$ cat src/rtl/bp_cfg_loader_pkg.sv
`default_nettype none
// +----------------------------------------------------------------------------+
// | Module      : bp_cfg_loader_pkg                                             |
// | Description : Shared types and constants for the runtime config loader:     |
// |               FSM state encoding, default geometry and named field indices. |
// | Revision    : 1.0 - initial release                                         |
// +----------------------------------------------------------------------------+
package bp_cfg_loader_pkg;

  typedef enum logic [2:0] {
    e_idle   = 3'd0,
    e_load   = 3'd1,
    e_edit   = 3'd2,
    e_active = 3'd3,
    e_locked = 3'd4
  } bp_cfg_loader_state_e;

  // Default geometry of the config table
  localparam int BP_CFG_NUM_CFGS    = 11;
  localparam int BP_CFG_NUM_FIELDS  = 16;
  localparam int BP_CFG_FIELD_WIDTH = 16;

  // Field positions inside one config image, as seen by the tile consumers
  localparam int BP_CFG_F_CORE_ID    = 0;
  localparam int BP_CFG_F_CACHE_SETS = 1;
  localparam int BP_CFG_F_CACHE_WAYS = 2;
  localparam int BP_CFG_F_TLB_ENTS   = 3;
  localparam int BP_CFG_F_BTB_ENTS   = 4;
  localparam int BP_CFG_F_FEATURES   = 5;

endpackage
`default_nettype wire

$ cat src/rtl/bp_cfg_loader_rom.sv
`default_nettype none
// +----------------------------------------------------------------------------+
// | Module      : bp_cfg_loader_rom                                             |
// | Description : Combinational lookup of one field of one base config out of   |
// |               the flat parameter ROM. Out-of-range selects return zero.     |
// | Revision    : 1.0 - initial release                                         |
// +----------------------------------------------------------------------------+
module bp_cfg_loader_rom
  import bp_cfg_loader_pkg::*;
#(
  parameter int num_cfgs_p    = BP_CFG_NUM_CFGS,
  parameter int num_fields_p  = BP_CFG_NUM_FIELDS,
  parameter int field_width_p = BP_CFG_FIELD_WIDTH,
  parameter int sel_width_p   = 4,
  parameter int idx_width_p   = 4,
  parameter logic [num_cfgs_p*num_fields_p*field_width_p-1:0] base_cfgs_p = '0
) (
  input  logic [sel_width_p-1:0]   sel,
  input  logic [idx_width_p-1:0]   field,
  output logic [field_width_p-1:0] data
);

  localparam int entries_lp = num_cfgs_p * num_fields_p;
  localparam int flat_w_lp  = (entries_lp > 1) ? $clog2(entries_lp) : 1;

  logic [field_width_p-1:0] table_mem [entries_lp];
  logic [flat_w_lp-1:0]     flat_idx;
  logic                     in_range;

  // Unflatten the ROM parameter into one word per (config, field)
  for (genvar e = 0; e < entries_lp; e++) begin : g_table
    assign table_mem[e] = base_cfgs_p[e*field_width_p +: field_width_p];
  end

  assign flat_idx = flat_w_lp'(sel) * flat_w_lp'(num_fields_p) + flat_w_lp'(field);
  assign in_range = ({1'b0, sel}   < (sel_width_p + 1)'(num_cfgs_p)) &&
                    ({1'b0, field} < (idx_width_p + 1)'(num_fields_p));
  assign data     = in_range ? table_mem[flat_idx] : '0;

endmodule
`default_nettype wire

$ cat src/rtl/bp_cfg_loader.sv
`default_nettype none
// +----------------------------------------------------------------------------+
// | Module      : bp_cfg_loader                                                 |
// | Description : Loads a base config from ROM into a shadow register file one  |
// |               field per cycle, lets software patch fields, publishes the    |
// |               image on cfg_o and finally locks it until reset.              |
// |               Optional macro BP_CFG_LOADER_PARITY_EN adds an even-parity    |
// |               bit per shadow field that is checked at commit time.          |
// | Revision    : 1.0 - initial release                                         |
// +----------------------------------------------------------------------------+
module bp_cfg_loader
  import bp_cfg_loader_pkg::*;
#(
  parameter int num_cfgs_p    = BP_CFG_NUM_CFGS,
  parameter int num_fields_p  = BP_CFG_NUM_FIELDS,
  parameter int field_width_p = BP_CFG_FIELD_WIDTH,
  parameter logic [num_cfgs_p*num_fields_p*field_width_p-1:0] base_cfgs_p = '0,
  localparam int sel_width_lp  = (num_cfgs_p > 1) ? $clog2(num_cfgs_p) : 1,
  // One extra bit so indexes at and beyond num_fields_p can be presented and rejected
  localparam int addr_width_lp = $clog2(num_fields_p + 1)
) (
  input  logic                                  clk_i,
  input  logic                                  reset_i,
  input  logic                                  load_v_i,
  input  logic [sel_width_lp-1:0]               cfg_sel_i,
  input  logic                                  w_v_i,
  output logic                                  w_ready_o,
  input  logic [addr_width_lp-1:0]              w_addr_i,
  input  logic [field_width_p-1:0]              w_data_i,
  input  logic                                  commit_i,
  input  logic                                  lock_i,
  input  logic [addr_width_lp-1:0]              r_addr_i,
  output logic [field_width_p-1:0]              r_data_o,
  output logic [num_fields_p*field_width_p-1:0] cfg_o,
  output logic                                  cfg_v_o,
  output logic                                  busy_o,
  output logic                                  locked_o,
  output logic                                  error_o
);

  localparam int idx_width_lp = (num_fields_p > 1) ? $clog2(num_fields_p) : 1;
  localparam logic [addr_width_lp-1:0] num_fields_lp  = addr_width_lp'(num_fields_p);
  localparam logic [sel_width_lp:0]    num_cfgs_lp    = (sel_width_lp + 1)'(num_cfgs_p);
  localparam logic [idx_width_lp-1:0]  last_field_lp  = idx_width_lp'(num_fields_p - 1);

  bp_cfg_loader_state_e state_q;

  logic [sel_width_lp-1:0]               sel_q;
  logic [idx_width_lp-1:0]               cnt_q;
  logic [field_width_p-1:0]              shadow_q  [num_fields_p];
  logic [field_width_p-1:0]              shadow_wr [num_fields_p];
  logic [field_width_p-1:0]              rom_field;
  logic [num_fields_p*field_width_p-1:0] image_wr;
  logic [idx_width_lp-1:0]               w_idx;
  logic [idx_width_lp-1:0]               r_idx;
  logic                                  sel_ok;
  logic                                  w_fire;
  logic                                  w_addr_ok;
  logic                                  commit_ok;
  logic                                  start_load;

  bp_cfg_loader_rom #(
    .num_cfgs_p   (num_cfgs_p),
    .num_fields_p (num_fields_p),
    .field_width_p(field_width_p),
    .sel_width_p  (sel_width_lp),
    .idx_width_p  (idx_width_lp),
    .base_cfgs_p  (base_cfgs_p)
  ) rom (
    .sel  (sel_q),
    .field(cnt_q),
    .data (rom_field)
  );

  assign sel_ok    = (cfg_sel_i != '0) && ({1'b0, cfg_sel_i} < num_cfgs_lp);
  assign w_fire    = w_v_i & w_ready_o;
  assign w_addr_ok = (w_addr_i < num_fields_lp);
  assign w_idx     = w_addr_i[idx_width_lp-1:0];
  assign r_idx     = r_addr_i[idx_width_lp-1:0];

  // A valid load wins over everything except a lock request in e_active
  assign start_load = load_v_i && sel_ok &&
                      ((state_q == e_idle) || (state_q == e_edit) ||
                       ((state_q == e_active) && !lock_i));

  // Shadow contents as they will be after this cycle's accepted write, so a
  // commit in the same cycle publishes the patched value
  always_comb begin
    for (int f = 0; f < num_fields_p; f++) shadow_wr[f] = shadow_q[f];
    if (w_fire && w_addr_ok) shadow_wr[w_idx] = w_data_i;
  end

  for (genvar f = 0; f < num_fields_p; f++) begin : g_image
    assign image_wr[f*field_width_p +: field_width_p] = shadow_wr[f];
  end

  assign r_data_o = (r_addr_i < num_fields_lp) ? shadow_q[r_idx] : '0;

`ifdef BP_CFG_LOADER_PARITY_EN
  logic [num_fields_p-1:0] par_q;
  logic [num_fields_p-1:0] par_wr;

  // Parity image with this cycle's write merged, and the commit-time check
  always_comb begin
    par_wr = par_q;
    if (w_fire && w_addr_ok) par_wr[w_idx] = ^w_data_i;
    commit_ok = 1'b1;
    for (int f = 0; f < num_fields_p; f++) begin
      if ((^shadow_wr[f]) != par_wr[f]) commit_ok = 1'b0;
    end
  end

  // Parity bits follow the shadow: filled during load, updated by edits
  always_ff @(posedge clk_i or posedge reset_i) begin
    if (reset_i) begin
      par_q <= '0;
    end else if (state_q == e_load) begin
      par_q[cnt_q] <= ^rom_field;
    end else if ((state_q == e_edit) && !load_v_i) begin
      par_q <= par_wr;
    end
  end
`else
  assign commit_ok = 1'b1;
`endif

  // Control FSM with registered status outputs, shadow file and committed image
  always_ff @(posedge clk_i or posedge reset_i) begin
    if (reset_i) begin
      state_q   <= e_idle;
      sel_q     <= '0;
      cnt_q     <= '0;
      for (int f = 0; f < num_fields_p; f++) shadow_q[f] <= '0;
      cfg_o     <= '0;
      cfg_v_o   <= 1'b0;
      w_ready_o <= 1'b0;
      busy_o    <= 1'b0;
      locked_o  <= 1'b0;
      error_o   <= 1'b0;
    end else if (start_load) begin
      state_q   <= e_load;
      sel_q     <= cfg_sel_i;
      cnt_q     <= '0;
      busy_o    <= 1'b1;
      w_ready_o <= 1'b0;
      error_o   <= 1'b0;
      cfg_v_o   <= 1'b0;
    end else begin
      case (state_q)
        e_idle: begin
          // Only an invalid select reaches here with load_v_i set
          if (load_v_i) error_o <= 1'b1;
        end
        e_load: begin
          shadow_q[cnt_q] <= rom_field;
          if (cnt_q == last_field_lp) begin
            state_q   <= e_edit;
            busy_o    <= 1'b0;
            w_ready_o <= 1'b1;
            cnt_q     <= '0;
          end else begin
            cnt_q <= cnt_q + idx_width_lp'(1);
          end
        end
        e_edit: begin
          if (load_v_i) begin
            // Rejected load still pre-empts commit and write this cycle
            error_o <= 1'b1;
          end else begin
            if (w_fire && !w_addr_ok) error_o <= 1'b1;
            for (int f = 0; f < num_fields_p; f++) shadow_q[f] <= shadow_wr[f];
            if (commit_i) begin
              if (commit_ok) begin
                cfg_o     <= image_wr;
                cfg_v_o   <= 1'b1;
                w_ready_o <= 1'b0;
                state_q   <= e_active;
              end else begin
                error_o <= 1'b1;
              end
            end
          end
        end
        e_active: begin
          if (lock_i) begin
            state_q  <= e_locked;
            locked_o <= 1'b1;
            cfg_v_o  <= 1'b1;
          end else if (load_v_i) begin
            error_o <= 1'b1;
          end
        end
        e_locked: begin
          locked_o <= 1'b1;
        end
        default: begin
          state_q <= e_idle;
        end
      endcase
    end
  end

endmodule
`default_nettype wire

$ cat config.mk
export PLATFORM = sky130hd
export DESIGN_NAME = bp_cfg_loader
export DESIGN_NICKNAME = d
export VERILOG_FILES = /design/src/rtl/bp_cfg_loader_pkg.sv /design/src/rtl/bp_cfg_loader_rom.sv /design/src/rtl/bp_cfg_loader.sv
export SDC_FILE = /design/constraint.sdc
export NUM_CORES = 1
export LEC_CHECK = 0
export CORE_MARGIN = 3
export CORE_UTILIZATION = 50
export DETAILED_ROUTE_END_ITERATION = 10
export PLACE_DENSITY = 0.73
export RECOVER_POWER = 25
export SETUP_SLACK_MARGIN = 0.3
export SLEW_MARGIN = 10
export SYNTH_ARGS = -nofsm -noshare
export SYNTH_HDL_FRONTEND = slang
export SYNTH_SLANG_ARGS = --single-unit
$ cat constraint.sdc
create_clock -name clk_i -period 47.2 [get_ports clk_i]
set_input_delay 9.44 -clock clk_i [delete_from_list [all_inputs] [get_ports clk_i]]
set_output_delay 9.44 -clock clk_i [all_outputs]
set_load 0.03 [all_outputs]
# Yosys cells after proc, flatten, opt, wreduce, memory -nomap -nowiden

Memory sizes are Yosys's and may differ from the RTL's.
Index checks and enable logic that the tools add are counted.

Register bits after elaboration: 528
Memory bits (read-only): 4096
Input bits: 36
Output and inout bits: 277
Logic and storage cells: 134
Memories kept: 1

$add $sub $neg: 2
Order comparisons: 10
Equality and inequality tests: 14
Multiplexer cells: 45
Bitwise gates (word level): 7
Reductions and logical operators: 30

Memory list:

| memory           | depth | bits a word | read ports | clocked after Yosys merged registers in | write ports | line                    | source |
|---|---|---|---|---|---|---|---|
| (name not given) | 256   | 16          | 1          | 0                                       | 0           | bp_cfg_loader_rom.sv:38 | `assign data = in_range ? table_mem[flat_idx] : '0;` |

Operator list:

| cell                                                        | number |
|---|---|
| bitwise mux 256 bit                                         | 2 |
| 2-to-1 mux 256 bit                                          | 2 |
| case mux 256 bit (2 select lines)                           | 1 |
| demux 16 bit (select 4 bit)                                 | 2 |
| 2-to-1 mux 16 bit                                           | 8 |
| binary-select mux 16 bit (select 4 bit)                     | 1 |
| 2-to-1 mux 1 bit                                            | 16 |
| >= comparator 5 bit (second input constant)                 | 3 |
| 2-to-1 mux 3 bit                                            | 5 |
| inequality test 3 bit (second input constant)               | 5 |
| NOT 4 -> 5 bit                                              | 3 |
| 2-to-1 mux 4 bit                                            | 3 |
| case mux 3 bit (4 select lines)                             | 1 |
| AND reduction 4 bit                                         | 3 |
| less-than comparator 5 x 1 -> 1 bit (second input constant) | 2 |
| less-than comparator 5 bit (second input constant)          | 2 |
| >= comparator 9 bit (second input constant)                 | 1 |
| NOT 8 -> 9 bit                                              | 1 |
| AND reduction 3 bit                                         | 3 |
| adder 8 x 4 -> 8 bit                                        | 1 |
| logical AND 1 bit                                           | 8 |
| less-than comparator 4 bit (second input constant)          | 2 |
| nonzero test 2 bit                                          | 4 |
| nonzero test 4 bit                                          | 2 |
| 19 further kinds                                            | 27 |

# Logic depth before layout (Yosys ltp)

Depth in word-level cells: 9
Gate-level depth with buffers: 8
Depth with buffers taken out: 6

# Hierarchy

From an unflattened synthesis, not the netlist that was laid out.

Cells, all modules: 2475
Area, all modules: 26151.3 um^2

Modules (own cells, without submodules):

| module            | instances | cells each | area an instance (um^2) | sequential area each (um^2) |
|---|---|---|---|---|
| bp_cfg_loader     | 1         | 2458       | 26027.5                 | 13212.7 |
| bp_cfg_loader_rom | 1         | 17         | 123.9                   | 0.0 |

# Worst setup path after synthesis

Ideal clock, no wire load.

Path type: in2out
Start point: in r_addr_i[0]
End point: out r_data_o[0]
Data arrival time: 11.083 ns
Data required time: 37.760 ns
Setup slack: 26.677 ns
Stages: 6
Buffers on the path: 3
Cells stage by stage: buf_2 > buf_2 > clkbuf_1 > mux4_2 > mux2i_1 > o22ai_1

Word-level cells in the longest chain between the ends: 5
Elaborated cells on any way between the ends: 6
Classes of those cells: 1 x order compare; 4 x mux; 1 x bitwise

RTL lines:

| element                                               | line                | source |
|---|---|---|
| from (decl)                                           | bp_cfg_loader.sv:32 | `input logic [addr_width_lp-1:0] r_addr_i,` |
| NOT 4 -> 5 bit (not written as such)                  | bp_cfg_loader.sv:97 | `assign r_data_o = (r_addr_i < num_fields_lp) ? shadow_q[r_idx] : '0;` |
| binary-select mux 16 bit (select 4 bit)               | bp_cfg_loader.sv:97 |  |
| 2-to-1 mux 16 bit (not written as such) (2 in series) | bp_cfg_loader.sv:97 |  |
| 2-to-1 mux 16 bit (*)                                 | bp_cfg_loader.sv:97 |  |
| to (decl)                                             | bp_cfg_loader.sv:33 | `output logic [field_width_p-1:0] r_data_o,` |

Mark *: on every way between the ends. The rest lies on a longest branch, timed or not. The select of a mux whose other input is x is not followed.

# Final worst setup path

Start point: in r_addr_i[0]
End point: out r_data_o[4]

Same word-level chain as after synthesis.

==> results.sh <==
export IMPL_yosys_cell_count_top_type="dfrtp_1"
export IMPL_grt_overflow=0
export IMPL_gp_congestion=1.04
export IMPL_setup_worst_path_class="in -> out"
export IMPL_crit_chain="buf_4 -> buf_4 -> mux4_2 -> mux2i_1 -> o22ai_1 -> clkdlybuf4s50_1"
export IMPL_dp_cells=2585
export IMPL_synth_edf_count=0
export IMPL_avgRoutedWirePerCell_um=35.0
export IMPL_regArea_sq_um=13100
export IMPL_netlist_area_sq_um=23800
export IMPL_max_slew_margin_pct=-296
export IMPL_die_area_sq_um=50300
export IMPL_ant_nets=0
export IMPL_ys_flop_type="dfrtp_1"
export IMPL_grt_pass1_wl_mm=135
export IMPL_async_flop_share_pct=100
export IMPL_end_kind="primary output"
export IMPL_drt_first_pass_iters=5
export IMPL_die_height_um=224
export IMPL_synth_top_area_share_pct=55.0
export IMPL_slew_violations=269
export IMPL_coreArea_sq_um=46900
export IMPL_holdWs_ps=477
export IMPL_synth_commonest_cells="dfrtp_1, and3_1, a221o_1, o2bb2ai_1, clkbuf_1"
export IMPL_ctsHoldBuffers=0
export IMPL_postSynthCellCount=1861
export IMPL_hold_path_depth=1
export IMPL_synth_area_leaders="dfrtp_1, a221o_1, o2bb2ai_1, and3_1, mux4_2"
export IMPL_worst_slew_pin_transition_ps=5910
export IMPL_fin_nets=2073
export IMPL_area_growth_pct=20.7
export IMPL_skew_ps=13.1
export IMPL_synthDistinctLibCells=53
export IMPL_synth_fp_nets=1901
export IMPL_cts_tree="yes"
export IMPL_rsz0062_at_grt="false"
export IMPL_multi_input_area_sq_um=9560
export IMPL_fin_crit_sh_pct=46.3
export IMPL_synth_seq_area_share_pct=55.0
export IMPL_cts_resized=0
export IMPL_first_global_vias=18832
export IMPL_cp_max_fo=53
export IMPL_final_util_pct=61.4
export IMPL_io_pins=313
export IMPL_design_area_sq_um=28800
export IMPL_hold_path_class="reg -> reg"
export IMPL_tns_ps=0
export IMPL_synth_area_per_cell_sq_um=12.8
export IMPL_hold_viol=0
export IMPL_place_ws_ps=25300
export IMPL_vias_per_cell=7.34
export IMPL_drc=0
export IMPL_dp_hpwl_mm=63.6
export IMPL_cpMostUsedCell="buf_4"
export IMPL_ff2ff_path_depth=4
export IMPL_drive_above_1_share_pct=10.7
export IMPL_die_width_um=224
export IMPL_peakVddDrop_uv=23.5
export IMPL_fin_cells=2685
export IMPL_p_leak_nw=13.6
export IMPL_antenna_found_initial=7
export IMPL_finalCriticalPeriod_ps=21860
export IMPL_postCtsSetupBuffers=0
export IMPL_total_power_uw=988
export IMPL_cts_root_buf="clkbuf_16"
export IMPL_required_ps=37760
export IMPL_cts_sinks=524
export IMPL_cp_slowest_cell="buf_4"
export IMPL_fmax_mhz=45.8
export IMPL_synth_seq_cells=524
export IMPL_violations="max-capacitance violations, max-slew violations"
export IMPL_power_density_nw_per_um2=34.3
export IMPL_numCtsBuffers=53
export IMPL_cts_path_max_buffers=3
export IMPL_grt_usage_pct=36.8
export IMPL_status="complete, but fails checks"
export IMPL_setup_violations_final=0
export IMPL_io_buffer_count=312
export IMPL_layout_setup_ws_ps=25340
export IMPL_startpoint_type="input pin"
export IMPL_clk_latency_ps=610
export IMPL_drv_cap=3
export IMPL_cts_reportedPaths_clkPinSlew_ps=60
export IMPL_fillers=3709
export IMPL_htreeDepth=2
export IMPL_yosys_area_top_type="dfrtp_1"
export IMPL_crit_arrival_ps=12420
export IMPL_dpl_cell_area_sq_um=26900
export IMPL_rows=79
export IMPL_drtIter0Drc=3025
export IMPL_grt_max_degree=183
export IMPL_routed_wl_mm=94.1
export IMPL_vias=19699
export IMPL_start_util_pct=50.9
export IMPL_cpPeakStageDelay_ps=800
export IMPL_yosysWarnings=0
state kept, by name (all words and copies together) (netlist names):
register / flops
cfg_o: 256
shadow_q: 256
cnt_q: 4
state_q: 3
busy_o: 1
cfg_v_o: 1
error_o: 1
locked_o: 1
w_ready_o: 1
cells in the final DEF, fill, tap and decap left out, drive strengths merged, types with 6 or more instances in the layout:
cell type and instances:
a32oi 8, clkinv 10, o22ai 10, bufinv 7, a221o 256, mux4 57, or3b 6, nor2 11
buf 47, o211ai 8, o21ai 18, inv 6, o2bb2ai 256, clkdlybuf4s50 181, dfrtp 524, clkbuf 75
and3 264, and2 19, nand3 14, nand2 44, nand4 8, a221oi 16, mux2i 32, dlygate4sd3 129
nand2b 8, or3 6, nor3 6, nand3b 10
power by group:
group / internal [mW] / switching (mW) / total [mW]
registers: 0.453 / 0.00734 / 0.461
clock network: 0.262 / 0.183 / 0.445
logic: 0.0241 / 0.0574 / 0.0815
per-layer routing:
| layer | vias to the layer above | wire, um | GRT usage (%) |
|---|---|---|---|
| met4 | 8 | 4750 | 16.0 |
| met5 | - | 57 | 0 |
| met1 | 10111 | 36800 | 53.0 |
| li1 | 7836 | - | - |
| met2 | 1501 | 41500 | 54.1 |
| met3 | 243 | 10900 | 8.24 |
kinds of logic after synthesis:
group / synth area share (%)
muxes: 6.73
adders and majority gates: 0.210
buffers and inverters: 4.97
DFF: 55.0
and+or+nand+nor: 10.4
AOI/OAI and AO/OA: 22.6
xor gates and xnor gates: 0.0368
critical path: cells and delay by family:
family / cells / cell delay [ps]
AO/OA/AOI/OAI: 1 / 230
multiplexers: 2 / 970
buffers and inverters: 3 / 1740
final cells by class:
cell class	instances	area share (%)
multi-input combinational	1091	33.3
timing repair buffer	358	12.1
antenna	3	0.0261
inverter	5	0.0696
clock buffer	74	5.27
clock inverter	23	1.08
sequential	524	45.6
tap	607	2.64
worst paths after layout:
kind | slack [ps] | endpoint | startpoint
setup / recovery | 25340 | r_data_o[4] | r_addr_i[0]
hold / removal | 480 | locked_o$_DFFE_PP0P_ | locked_o$_DFFE_PP0P_
setup reg to reg | 41000 | cfg_o[198]$_DFFE_PP0P_ | state_q[2]$_DFFE_PP0P_
hold reg to reg | 480 | locked_o$_DFFE_PP0P_ | locked_o$_DFFE_PP0P_
max in group asynchronous | 30010 | shadow_q[236]$_DFFE_PP0P_ | reset_i
min in group asynchronous | 11130 | cfg_o[74]$_DFFE_PP0P_ | reset_i
No activity file was read; power rests on OpenSTA's default activity.
